File: src/rtl/pio_button_input_if.sv
// Avalon-MM slave bus bundle for the input PIO (Altera PIO register map, read latency 1).
interface pio_button_input_if;
  logic [1:0]  avs_address;
  logic        avs_read;
  logic        avs_write;
  logic [31:0] avs_writedata;
  logic [31:0] avs_readdata;

  modport master (
    output avs_address, avs_read, avs_write, avs_writedata,
    input  avs_readdata
  );

  modport slave (
    input  avs_address, avs_read, avs_write, avs_writedata,
    output avs_readdata
  );
endinterface

File: src/rtl/pio_button_input.sv
// Input PIO: 2-FF sync, per-bit debounce, edge capture with level IRQ, Avalon-MM slave.
// Debounce is built only when PIO_IN_DEBOUNCE_EN is defined; otherwise stable follows sync.
module pio_button_input #(
  parameter int WIDTH           = 4,
  parameter int DEBOUNCE_CYCLES = 500000,
  parameter int CNT_WIDTH       = 19,
  parameter int IDLE_LEVEL      = 1,
  parameter int EDGE_TYPE       = 0
) (
  input  logic                 in_clk,
  input  logic                 in_reset,
  input  logic [WIDTH-1:0]     in_pins,
  pio_button_input_if.slave    avs,
  output logic                 irq
);

  localparam logic             IDLE_BIT  = (IDLE_LEVEL != 0);
  localparam logic [WIDTH-1:0] IDLE_WORD = {WIDTH{IDLE_BIT}};

  logic [WIDTH-1:0] sync_p0;
  logic [WIDTH-1:0] sync_p1;
  logic [WIDTH-1:0] stable;
  logic [WIDTH-1:0] stable_d;
  logic [WIDTH-1:0] edge_hit;
  logic [WIDTH-1:0] irqmask;
  logic [WIDTH-1:0] edgecapture;
  logic [WIDTH-1:0] w1c;
  logic [31:0]      rd_mux;

  // Stage p0/p1: two-flop synchroniser for asynchronous board pins
  always_ff @(posedge in_clk) begin
    if (in_reset) begin
      sync_p0 <= IDLE_WORD;
      sync_p1 <= IDLE_WORD;
    end else begin
      sync_p0 <= in_pins;
      sync_p1 <= sync_p0;
    end
  end

`ifdef PIO_IN_DEBOUNCE_EN
  localparam logic [CNT_WIDTH-1:0] CNT_LAST = CNT_WIDTH'(DEBOUNCE_CYCLES - 1);

  logic [CNT_WIDTH-1:0] cnt [WIDTH];

  // Debounce stage: a bit is accepted only after DEBOUNCE_CYCLES differing samples in a row
  always_ff @(posedge in_clk) begin
    if (in_reset) begin
      stable <= IDLE_WORD;
      for (int i = 0; i < WIDTH; i++) cnt[i] <= '0;
    end else begin
      for (int i = 0; i < WIDTH; i++) begin
        if (sync_p1[i] == stable[i]) begin
          cnt[i] <= '0;
        end else if (cnt[i] == CNT_LAST) begin
          stable[i] <= sync_p1[i];
          cnt[i]    <= '0;
        end else begin
          cnt[i] <= cnt[i] + CNT_WIDTH'(1);
        end
      end
    end
  end
`else
  // Debounce bypassed: one extra register stage keeps the pin-to-data path at 3 cycles
  always_ff @(posedge in_clk) begin
    if (in_reset) stable <= IDLE_WORD;
    else          stable <= sync_p1;
  end
`endif

  // Edge stage: delayed copy of the accepted level
  always_ff @(posedge in_clk) begin
    if (in_reset) stable_d <= IDLE_WORD;
    else          stable_d <= stable;
  end

  always_comb begin
    edge_hit = '0;
    case (EDGE_TYPE)
      0:       edge_hit = stable_d & ~stable;
      1:       edge_hit = ~stable_d & stable;
      default: edge_hit = stable_d ^ stable;
    endcase
  end

  always_comb begin
    w1c = '0;
    if (avs.avs_write && (avs.avs_address == 2'd3)) w1c = avs.avs_writedata[WIDTH-1:0];
  end

  always_comb begin
    rd_mux = '0;
    case (avs.avs_address)
      2'd0:    rd_mux = 32'(stable);
      2'd2:    rd_mux = 32'(irqmask);
      2'd3:    rd_mux = 32'(edgecapture);
      default: rd_mux = '0;
    endcase
  end

  // Register stage: new edges are ORed in after the clear so a coincident edge survives
  always_ff @(posedge in_clk) begin
    if (in_reset) begin
      irqmask          <= '0;
      edgecapture      <= '0;
      avs.avs_readdata <= '0;
    end else begin
      if (avs.avs_write && (avs.avs_address == 2'd2)) irqmask <= avs.avs_writedata[WIDTH-1:0];
      edgecapture <= (edgecapture & ~w1c) | edge_hit;
      if (avs.avs_read) avs.avs_readdata <= rd_mux;
    end
  end

  assign irq = |(edgecapture & irqmask);

endmodule

File: src/flat_wrapper.sv
// flat-port wrapper written by rule: the top's interface ports become plain ports
module pio_button_input_flat 
#(
  parameter int WIDTH           = 4,
  parameter int DEBOUNCE_CYCLES = 500000,
  parameter int CNT_WIDTH       = 19,
  parameter int IDLE_LEVEL      = 1,
  parameter int EDGE_TYPE       = 0
)
  (in_clk, in_reset, in_pins, irq, avs_avs_address, avs_avs_read, avs_avs_write, avs_avs_writedata, avs_avs_readdata);
  pio_button_input_if avs_i ();
  input  logic in_clk;
  input  logic in_reset;
  input  logic [WIDTH-1:0] in_pins;
  output logic irq;
  input wire logic [$bits(avs_i.avs_address)-1:0] avs_avs_address;
  input wire logic [$bits(avs_i.avs_read)-1:0] avs_avs_read;
  input wire logic [$bits(avs_i.avs_write)-1:0] avs_avs_write;
  input wire logic [$bits(avs_i.avs_writedata)-1:0] avs_avs_writedata;
  output wire logic [$bits(avs_i.avs_readdata)-1:0] avs_avs_readdata;
  assign avs_i.avs_address = avs_avs_address;
  assign avs_i.avs_read = avs_avs_read;
  assign avs_i.avs_write = avs_avs_write;
  assign avs_i.avs_writedata = avs_avs_writedata;
  assign avs_avs_readdata = avs_i.avs_readdata;
  pio_button_input #(.WIDTH(WIDTH), .DEBOUNCE_CYCLES(DEBOUNCE_CYCLES), .CNT_WIDTH(CNT_WIDTH), .IDLE_LEVEL(IDLE_LEVEL), .EDGE_TYPE(EDGE_TYPE)) u_core (.in_clk(in_clk), .in_reset(in_reset), .in_pins(in_pins), .avs(avs_i), .irq(irq));
endmodule
File: config.mk
export PLATFORM = sky130hd
export DESIGN_NAME = pio_button_input_flat
export DESIGN_NICKNAME = d
export VERILOG_FILES = /design/src/rtl/pio_button_input_if.sv /design/src/rtl/pio_button_input.sv /design/src/flat_wrapper.sv
export SDC_FILE = /design/constraint.sdc
export NUM_CORES = 1
export LEC_CHECK = 0
export ABC_AREA = 0
export CAP_MARGIN = 10
export CORE_ASPECT_RATIO = 0.6
export CORE_MARGIN = 5
export CORE_UTILIZATION = 39
export DETAILED_ROUTE_END_ITERATION = 8
export GPL_TIMING_DRIVEN = 0
export HOLD_SLACK_MARGIN = 0.15
export PLACE_DENSITY_LB_ADDON = 0.1
export SYNTH_ARGS = -nofsm -noshare
export SYNTH_HDL_FRONTEND = slang
export SYNTH_SLANG_ARGS = --single-unit
File: constraint.sdc
create_clock -name in_clk -period 1.9 [get_ports in_clk]
set_input_delay 0.57 -clock in_clk [delete_from_list [all_inputs] [get_ports in_clk]]
set_output_delay 0.57 -clock in_clk [all_outputs]
set_load 0.05 [all_outputs]
# Word-level counts from Yosys, hierarchy flattened
# Cells that the tools add are included.
dict set report totals {
  wordCells 21
  ff_bits 56
}
dict set report op_classes {
  reduce_logical 4
  bitwise_logic 6
  eq_ne 2
  muxes 2
}
# op count
set op_table {}
lappend op_table {{4-bit bitwise AND} 3}
lappend op_table {{4-bit one-hot mux with 3 select lines} 1}
lappend op_table {{4-bit inverter} 2}
lappend op_table {{2-bit == test (second input constant)} 2}
lappend op_table {{4-bit 2-to-1 mux} 1}
lappend op_table {{4-bit OR} 1}
lappend op_table {{4-bit OR reduction} 1}
lappend op_table {{1-bit logical AND} 2}
lappend op_table {{2-bit zero test} 1}

# Depth between registers and ports, before layout
# Gate-level depths: netlist (run 1).
dict set report logic_depth {
  ltp_word 6
  mapped_depth 4
  ltp_nobuf 3
}

# Worst setup path after synthesis (run 1)
# OpenSTA, ideal clock, no wires.
dict set report synth_path {
  kind {register to output}
  startpoint {reg u_core.edgecapture[2]}
  endpoint {out irq}
  arrival_time_ps 773
  path_stages_with_launch 3
  path_buffers 0
  required_ps 1330
  setup_slack_ps 557
  path_cell_list {dfxtp_1 -> a22oi_1 -> nand2_1}
}
dict set report synth_via {
  elab_chain_len 2
}
# element line
set synth_lines {}
lappend synth_lines {{start, declared} pio_button_input.sv:26} ;# logic [WIDTH-1:0] edgecapture;
lappend synth_lines {{start signal, assigned} pio_button_input.sv:110} ;# edgecapture <= (edgecapture & ~w1c) | edge_hit;
lappend synth_lines {{4-bit bitwise AND} pio_button_input.sv:115} ;# assign irq = |(edgecapture & irqmask);
lappend synth_lines {{4-bit OR reduction} pio_button_input.sv:115}
lappend synth_lines {{end, declared} flat_wrapper.sv:15} ;# output logic irq;
# No other way between the ends.

# Worst setup path after layout (run 1)
# Ends and elaborated chain as after synthesis.

==> impl_summary.md, run 1 <==
Critical path
The data arrival time at the worst-slack endpoint is ~1.2 ns. The required time of the critical path is ~1.3 ns. The worst register-to-register path begins at u_core.irqmask[2]$_SDFFE_PP0P_. The setup path with the least slack is of type reg -> out. The biggest fanout along the worst timing path is 3. In this run the worst setup path begins at u_core.edgecapture[2]$_SDFF_PP0_. The worst setup path is launched from a flop. The endpoint kind of the worst setup timing path is a primary output.

Clocking
The later pin in the worst-skew pair is clocked with a latency of around 0.27 ns. The tree is rooted in a clkbuf_8. After clock tree synthesis, the setup repair step added 0 buffers. The number of clock buffers added by TritonCTS is 3. Clock-pin slew was measured on the worst setup and hold paths at 0.09 ns.

In this run the number of H-tree levels came out at 1. After clock tree synthesis, the flow added hold-fix buffers numbering 0. The maximum buffer depth of the clock tree is 2.

TritonCTS built the clock tree. The number of sinks on the clock net is 28.

Timing
The final critical path takes up between 90% and 100% of the cycle. The final-report max-slew violation count is 0. The total of endpoints with negative setup slack in the final report is 0. The clock period minus worst slack is approximately 1.7 ns.

The achievable frequency is about 580 MHz. The hold violation total from the final report was 0. The worst hold margin is 0.412 ns. The final clock skew is between 0.004 and 0.005 ns. After routing, the total negative slack on setup checks comes to 0 ns. Setup slack on the critical path of the routed design comes to between 0.15 and 0.2 ns. Setup repair after global routing left no endpoint under its margin.

Place
Before CTS, the worst setup slack after placement is -0.0178 ns. The instance area after placement is between 1500 and 2000 um2. The final weighted congestion of routability-driven global placement is 0.736. Buffers placed on the I/O ports in this run total 14.

The detailed placement HPWL is 1840 um. The number of cells after detailed placement is ~210.

Floorplanning
The floorplan core area is 2970 um2. The number of top-level pins is 75. The full die area is around 4500 um2.

The die width is between 80 and 90 um. The die is roughly 54 um tall. The initial core utilization is a little over two fifths. The floorplan has 15 rows.

Yosys
The multiplexer fraction of the synthesized cell area is 6.45%. Of the total synthesized cell area, the portion taken by XOR and XNOR cells is 0%. Of the post-synthesis cell area, the dominant cell type holds between 40% and 50%. The flop and latch count out of synthesis is 28. The share of the Yosys chip area taken by registers is 45.1%.

The area fraction in compound gates after synthesis is roughly 7.7%. In this run, distinct cell masters in the synthesized netlist total 18. The adder-cell area share of the yosys netlist is 0%.

The number of instances in the synthesized netlist is ~130. The simple-gate portion of the synthesized area is roughly a fifth. The post-synth design cell area is about 1200 um2.

Yosys attributes the largest share of cell area to dfxtp_1 (45%), buf_4 (17%), or2_2 (8.1%). During synthesis, Yosys emitted a total of 0 warnings. In this run the mean area of a mapped cell was ~9.7 um2. The main combinational cell family by area after synthesis is simple AND/OR/NAND/NOR gates. The largest area contributor in the synthesized netlist is dfxtp_1.

Power and ir drop
The power density relative to cell area is approximately 800 nW/um2. Overall power consumption after layout is estimated at 1.27 mW. The leakage power of the design is about 0.8 nW. The maximum VDD drop is about 0.42 mV.

Cells and area
The fraction of the core area covered by cells at the end of the flow is 53.3%. The finished layout holds between 200 and 250 standard cells, fillers aside. Of the cells placed in the final design, the portion with a size suffix greater than 1 is around 34%. The area growth from synthesis to final layout is 27.3%.

The total inserted antenna cells is 0. The finished cells cover 1580 um2. After the last flow step, the layout net total stands at about 220.

Drt
The count of unresolved DRC violations after routing is 0. The number of detailed-route iterations in the first pass is 4. Once detail routing completed, the nets flagged for antenna violations numbered 0. The count of vias placed by the detailed router is 857. The number of DRC violations after detailed-routing iteration 0 is 41. Summed over all layers, the routed wires come to between 2000 and 2500 um. In the routed layout, each cell is associated on average with a via count of about 4.0. After detailed routing, the average wire length per cell comes to 10.2 um.

Run status
The run finished with clean final reports.

Min path
The worst min-delay path startpoint is u_core.sync_p0[1]$_SDFF_PP1_. The min-delay analysis places its worst path in the category reg -> reg.

Global route
The via count of the first global-routing pass is roughly 860. The first global-routing pass estimated just under 4000 um of wire. The total track usage is a little over a tenth. The largest net degree at the start of global routing is 16.

The number of antenna violations at the first check in global routing is 0. The total overflow left after global routing is 0.

Flow run
The tool flagged a number of max-cap violations equal to 0.
[layer usage]
metal  track usage (%)  share of wire [%]
met1              13.6                 47
met2              17.7                 43
met3              4.43                9.7
met4              3.26               0.45
met5                 0                  0
[where the power goes]
group / switching (mW) / internal [mW]
clock: 0.170 / 0.185
sequential: 0.0100 / 0.610
combinational: 0.195 / 0.0956
[state kept, by name, summed over array words and instances, names as in the netlist]
signal / cells
u_core.edgecapture: 4
u_core.avs.avs_readdata: 4
u_core.irqmask: 4
u_core.stable: 4
u_core.stable_d: 4
u_core.sync_p0: 4
u_core.sync_p1: 4
[cell usage after synthesis]
master / number
nand3b_4: 1
buf_6: 1
nand3_1: 4
buf_2: 4
or2_2: 16
o211a_1: 4
buf_4: 28
nand2_1: 6
o21ai_0: 4
clkbuf_1: 1
nor3_2: 4
dfxtp_1: 28
nor2_1: 8
nand2b_1: 4
a22oi_1: 2
mux2i_1: 8
a21oi_1: 4
conb_1: 1
[cell usage in the layout (no fill, tap or decap), drive strengths merged]
cell type and instances:
nand2b 4, dfxtp 28, nand3 4, nand2 6, a21oi 4, clkdlybuf4s50 9
conb 28, nor2 8, o21ai 4, nand3b 1, o211a 4, dlygate4sd2 4
nor3 4, buf 33, clkbuf 6, a22oi 2, or2 16, mux2i 8
[layout make-up]
class / instances / area, um2
Buffer: 34 / 245
Tap cell: 42 / 52.6
Sequential cell: 28 / 561
Multi-Input combinational cell: 93 / 538
Fill cell: 321 / 1380
Timing Repair Buffer: 14 / 130
Clock buffer: 4 / 55.1
[critical path: stages, from the launching register on]
cell and delay [ns]:
dfxtp_1 0.34, a22oi_1 0.22, nand2_1 0.09, clkbuf_2 0.24
[repair_timing]
item | 4_1_cts | 5_1_grt
endpoints found under the hold margin | 0 | 0
endpoints found under the setup margin | 5 | 1
gates cloned | 0 | 0
resized for setup | 5 | 2
[path summary, 6_finish.rpt]
| check | endpoint | slack [ns] | cells after the start |
|---|---|---|---|
| max | irq | 0.17 | 3 |
| min | u_core.sync_p1[1]$_SDFF_PP1_ | 0.41 | 1 |
| max reg2reg | u_core.avs.avs_readdata[2]$_SDFFE_PP0P_ | 1.03 | 3 |
| min reg2reg | u_core.sync_p1[1]$_SDFF_PP1_ | 0.41 | 1 |
[cells by family (layout without fill, tap and decap cells)]
group	count (synthesis)	in the layout
and+or+nand+nor	43	43
AOI/OAI and AO/OA	14	14
buffers and inverters	34	52
other	1	28
DFF	28	28
muxes	8	8
No activity file was read; power rests on OpenSTA's default activity.
==> inputs of run 2 (changes only) <==
--- a/config.mk
+++ b/config.mk
@@ -10,10 +10,12 @@
 export CORE_ASPECT_RATIO = 0.6
 export CORE_MARGIN = 5
 export CORE_UTILIZATION = 39
+export CTS_CLUSTER_SIZE = 10
 export DETAILED_ROUTE_END_ITERATION = 8
 export GPL_TIMING_DRIVEN = 0
 export HOLD_SLACK_MARGIN = 0.15
 export PLACE_DENSITY_LB_ADDON = 0.1
+export REMOVE_ABC_BUFFERS = 1
 export SYNTH_ARGS = -nofsm -noshare
 export SYNTH_HDL_FRONTEND = slang
 export SYNTH_SLANG_ARGS = --single-unit
==> impl_summary.md, run 2 (same netlist as run 1, synthesis figures left out) <==
Power and ir drop
Internal power comes to ~850 uW. The power share of the combinational group is about 20%. The leakage power of the design is 0.640 nW. In this run, the clock network consumes around 30% of the power. IR analysis of the VDD net gives a maximum drop of 0.399 mV. The overall power of the completed layout is about 1.2 mW.

Of the total power, the share spent switching nets is between 30% and 40%. The net switching power is between 300 and 400 uW. Dividing total power by cell area gives a power density of between 800 and 900 nW/um2. Sequential cells burn 50.4% of the power.

Clocking
The number of buffers created by CTS is 3. The maximum buffer depth of the clock tree is 2. After clock tree synthesis, the clock-pin slew on the worst setup and hold paths is 0.09 ns.

The number of sinks on the clock net is 28. In this run, post-CTS repair resized a total of 5 instances. Buffers added to address setup during post-CTS repair amount to 0. The number of H-tree levels is 1. The source-to-sink clock delay at the later pin of the worst-skew pair is 0.27 ns. The number of hold buffers added after CTS was 0. The clock tree from TritonCTS is yes. The cell chosen for the clock root is clkbuf_8.

Floorplanning
The die covers 4450 um2. The total area inside the core boundary comes to 2970 um2. The initial utilization of the core area, before any placement, comes to between 40% and 50%.

The die outline height is about 54 um. The die width is 82.9 um. The number of top-level pins is between 70 and 80. The number of placement rows is 15.

Place
The wire-length estimate of the detail-placed layout is approximately 1500 um. The number of input and output port buffers inserted is 18. Timing analysis after detailed placement gives a worst setup slack of -0.255 ns.

Routability-driven placement finished with a final weighted congestion of ~0.74.

Cells and area
The number of antenna diodes in the final layout is 0. The fill cell instance count of the final layout is 298. The top cell types in the final layout, fill and taps aside, are conb_1 (28), dfxtp_1 (28), or2_2 (16). The area growth from synthesis to final layout is 11.0%. The count of nets after finishing is around 190. Of the cells placed in the final design, the portion with a size suffix greater than 1 is 18.2%.

Timing
The fraction of the cycle the final worst path needs is just over 90%. The hold violation total from the final report is 0. The worst hold margin is ~0.42 ns.

Static timing analysis puts the maximum clock frequency at approximately 570 MHz. The relative slew slack is between 30% and 40%. The final-report max-slew violation count is 0.

Setup repair after global routing left no endpoint under its margin. The post-route worst setup slack is 0.138 ns. The final clock skew is roughly 0.0055 ns. Setup violations remaining at the end of the flow were counted as 0. The transition at the pin with the smallest max-transition slack is roughly 0.94 ns. The worst path in the final design needs a cycle of 1.76 ns, including I/O delays and setup.

Global route
The first-pass GRT wire length is 3240 um. The via count of the first global-routing pass is approximately 710. The total overflow left after global routing is 0. Entering global routing, the biggest net connects 29 pins.

The number of antenna violations at the first check in global routing came to 0. Global routing used a little under a tenth of the available tracks.

Critical path
The endpoint kind of the worst setup timing path is a primary output. STA classifies the critical path startpoint as a flop. Data on the critical path is required at its endpoint by roughly 1.3 ns. For the worst setup path, the data arrival time is between 1 and 1.5 ns.

The biggest fanout along the worst timing path is 3. Measured in cells, the most critical reg-to-reg path has a length of 3. The classification of the worst setup path is reg -> out.

Drt
Dividing the detail-routed via count by the number of cells gives ~4.3. For this run, the detailed router's first-pass iteration total came to 5. The count of vias placed by the detailed router is 790. The number of DRC violations after detailed-routing iteration 0 is 55. After detailed routing, the number of remaining DRC violations is 0. In the final routed layout, each cell accounts on average for approximately 11 um.

In this run the remaining antenna-violating nets after routing total 0. The routed design has a little over 2000 um of wire.

Run status
The run finished with clean final reports.

Min path
The number of cells on the worst hold path is 1. The classification of the worst-slack hold path is reg -> reg.

Flow run
The tool flagged a number of max-cap violations equal to 0.
-- run 2: layout make-up --
cell class                 count  area, um2  share of cell area [%]
multi-input combinational     93        538                    39.0
sequential                    28        561                    40.7
tap                           42       52.6                    3.81
clock buffer                   4       55.1                    3.99
timing repair buffer          18        173                    12.5
-- run 2: final timing paths --
kind	start	slack (ns)	to
worst max-delay path	u_core.edgecapture[2]$_SDFF_PP0_	0.14	irq
worst max register to register	u_core.stable[2]$_SDFF_PP1_	1.01	u_core.avs.avs_readdata[2]$_SDFFE_PP0P_
worst min register to register	u_core.sync_p1[3]$_SDFF_PP1_	0.42	u_core.stable[3]$_SDFF_PP1_
worst min-delay path	u_core.sync_p1[3]$_SDFF_PP1_	0.42	u_core.stable[3]$_SDFF_PP1_
-- run 2: worst max-delay path, stage by stage, from the launching register on --
cell and delay [ns]:
dfxtp_1 0.33, a22oi_1 0.26, nand2_1 0.09, clkbuf_2 0.24
-- run 2: power groups by stage --
stage | registers [mW] | clock network (mW) | logic [mW]
floorplan | 0.651 | 0 | 0.164
global placement | 0.633 | 0 | 0.246
detailed placement | 0.634 | 0 | 0.247
CTS | 0.620 | 0.382 | 0.244
global route | 0.623 | 0.404 | 0.258
finish | 0.619 | 0.364 | 0.244
-- run 2: metrics by stage --
step	instances	util, %	cell area (um2)	TNS, ns
2_1_floorplan	121	-	1100	0
3_3_place_gp	181	44.9	1330	-4.18
3_5_place_dp	181	44.9	1330	-4.83
4_1_cts	185	46.5	1380	-0.0394
5_1_grt	185	46.5	1380	0
6_report	185	46.5	1380	0
-- run 2: metal layers --
metal | routed length [um] | GRT usage, %
met5 | 0 | 0
met4 | 19 | 2.45
met3 | 219 | 4.59
met2 | 869 | 15.4
met1 | 904 | 10.8
==> inputs of run 3 (changes only) <==
--- a/config.mk
+++ b/config.mk
@@ -15,6 +15,7 @@
 export GPL_TIMING_DRIVEN = 0
 export HOLD_SLACK_MARGIN = 0.15
 export PLACE_DENSITY_LB_ADDON = 0.1
+export RECOVER_POWER = 25
 export REMOVE_ABC_BUFFERS = 1
 export SYNTH_ARGS = -nofsm -noshare
 export SYNTH_HDL_FRONTEND = slang
==> impl_summary.md, run 3 (same netlist as run 1, synthesis figures left out) <==
Run status
The run finished with clean final reports.

Drt
The pre-antenna-repair detailed-routing pass consisted of 5 iterations. The number of DRC violations after detailed-routing iteration 0 is 55. The final layout contains routed wiring with a total length of 2020 um. The count of unresolved DRC violations after routing is 0.

In the final routed layout, each cell accounts on average for 10.9 um. Detailed routing inserted a total of between 700 and 800 vias. After detailed routing, the number of vias per cell comes to 4.29. The number of routed nets with antenna violations is 0.

Global route
The largest net degree at the start of global routing is 29. After global routing the overflow that remains totals 0. Global routing used a little under a tenth of the available tracks across all layers.

The first global-routing pass estimated 3240 um of wire. The via count of the first global-routing pass was just over 700. The number of antenna violations at the first check in global routing is 0.

Power and ir drop
The register share of total power is between 50% and 60%. In this run the power density over the cells is a little under 900 nW/um2. Internal power comes to approximately 850 uW. The leakage power of the design is between 0.6 and 0.7 nW. The share of total power dissipated in combinational logic is 19.8%. The design draws between 1 and 1.5 mW. The fraction of power spent switching nets is 30.6%. The clock group share of total power is between 20% and 30%. For this design the total switching power over the nets is between 300 and 400 uW.

VDD sags by at most 0.399 mV.

Place
The wire-length estimate of the detail-placed layout is 1510 um. The final weighted congestion of routability-driven global placement is 0.744. The worst setup timing slack at the placement stage is -0.255 ns.

The number of input and output port buffers inserted is 18.

Floorplanning
The die is between 50 and 60 um tall. Row generation in the floorplan step produced 15 rows. The region available for standard cell placement spans about 3000 um2. The floorplan step set the die width to 82.9 um.

The number of top-level pins is 75. The die covers about 4500 um2. For this configuration, the core starts out at a cell density of 41.9%.

Timing
The relative slew slack is between 20% and 30%. The hold violation total from the final report was 0. The achievable frequency is 568 MHz. Setup total negative slack on the finished layout was measured at 0 ns. The clock period minus worst slack is approximately 1.8 ns. The fraction of the cycle the final worst path needs is 92.7%.

The final-report max-slew violation count was 0. The total of endpoints with negative setup slack in the final report is 0. The clock arrives with 0.00560 ns of skew.

The tightest hold path in the finished design has a slack of roughly 0.42 ns. Setup repair after global routing left no endpoint under its margin. The transition at the pin with the smallest max-transition slack is about 1.1 ns.

Setup slack on the critical path of the routed design comes to about 0.14 ns.

Cells and area
The total inserted antenna cells is 0. The library cells used most frequently in the layout, excluding fill and tap cells, are conb_1 (28), dfxtp_1 (28), or2_2 (16). The area growth from synthesis to final layout is 10.3%. The final layout contains roughly 190 nets. The fill cell instance count of the final layout is roughly 300.

The fraction of layout cells with a size suffix above 1 is 18.2%.

Clocking
The number of buffers created by CTS is 3. The maximum buffer depth of the clock tree is 2. The source-to-sink clock delay at the later pin of the worst-skew pair is 0.27 ns. The hold buffer count at cts is 0. In this run the clock root is driven by a clkbuf_8. The clock tree from TritonCTS is yes. The number of sinks on the clock net is 28. After clock tree synthesis, the clock-pin slew on the worst setup and hold paths is ~0.09 ns. CTS built an H-tree with a depth of 1.

Min path
The tightest min-delay check is of the reg -> reg type.

Critical path
The classification of the worst setup path is reg -> out. The worst setup path is captured at a primary output. The biggest fanout along the worst timing path is 3. The worst setup path is launched from a flop.

Data on the critical path is required at its endpoint by 1.33 ns. Data arrives at the worst endpoint at 1.19 ns.

Flow run
The number of max-cap violations is 0.
==> run 3: cell count changes in the layout (fill, tap and decap cells not counted) <==
cell / change
clkbuf_1: +1
dlymetal6s2s_1: -1
==> run 3: final cells by class <==
class | instances | area (um2) | share of cell area (%)
timing repair buffer | 18 | 164 | 12.0
multi-input combinational | 93 | 538 | 39.3
sequential | 28 | 561 | 40.9
tap | 42 | 52.6 | 3.84
clock buffer | 4 | 55.1 | 4.02
==> run 3: path summary, 6_finish.rpt <==
kind / start / to / slack, ns / depth (start not counted)
max: u_core.edgecapture[2]$_SDFF_PP0_ / irq / 0.14 / 3
min: u_core.sync_p1[3]$_SDFF_PP1_ / u_core.stable[3]$_SDFF_PP1_ / 0.42 / 1
max reg2reg: u_core.stable[2]$_SDFF_PP1_ / u_core.avs.avs_readdata[2]$_SDFFE_PP0P_ / 1.00 / 3
min reg2reg: u_core.sync_p1[3]$_SDFF_PP1_ / u_core.stable[3]$_SDFF_PP1_ / 0.42 / 1
==> run 3: per-stage QoR <==
| step | cell area (um2) | instances | util [%] |
|---|---|---|---|
| finish | 1370 | 185 | 46.2 |
| floorplan | 1100 | 121 | - |
| global route | 1370 | 185 | 46.2 |
| detailed placement | 1330 | 181 | 44.9 |
| global placement | 1330 | 181 | 44.9 |
| CTS | 1380 | 185 | 46.5 |
==> run 3: critical path, cell delays in order, from the launching register on <==
cell,delay [ns]
dfxtp_1,0.33
a22oi_1,0.26
nand2_1,0.09
clkbuf_2,0.24
==> run 3: timing repair <==
item,CTS,global route
endpoints found under the setup margin,5,17
gates resized for setup,5,3
setup buffers,0,0
==> run 3: routing by layer <==
| layer | share of wire [%] | GRT usage, % | up-vias |
|---|---|---|---|
| li1 | - | - | 389 |
| met1 | 45 | 10.8 | 357 |
| met2 | 43 | 15.4 | 44 |
| met3 | 11 | 4.59 | 3 |
| met4 | 0.94 | 2.45 | 0 |
| met5 | 0 | 0 | - |
==> run 3: power groups by stage <==
stage | Combinational [mW] | Clock (mW) | Sequential (mW)
floorplan | 0.164 | 0 | 0.651
global placement | 0.246 | 0 | 0.633
detailed placement | 0.247 | 0 | 0.634
CTS | 0.244 | 0.382 | 0.620
global route | 0.256 | 0.404 | 0.623
finish | 0.243 | 0.364 | 0.619
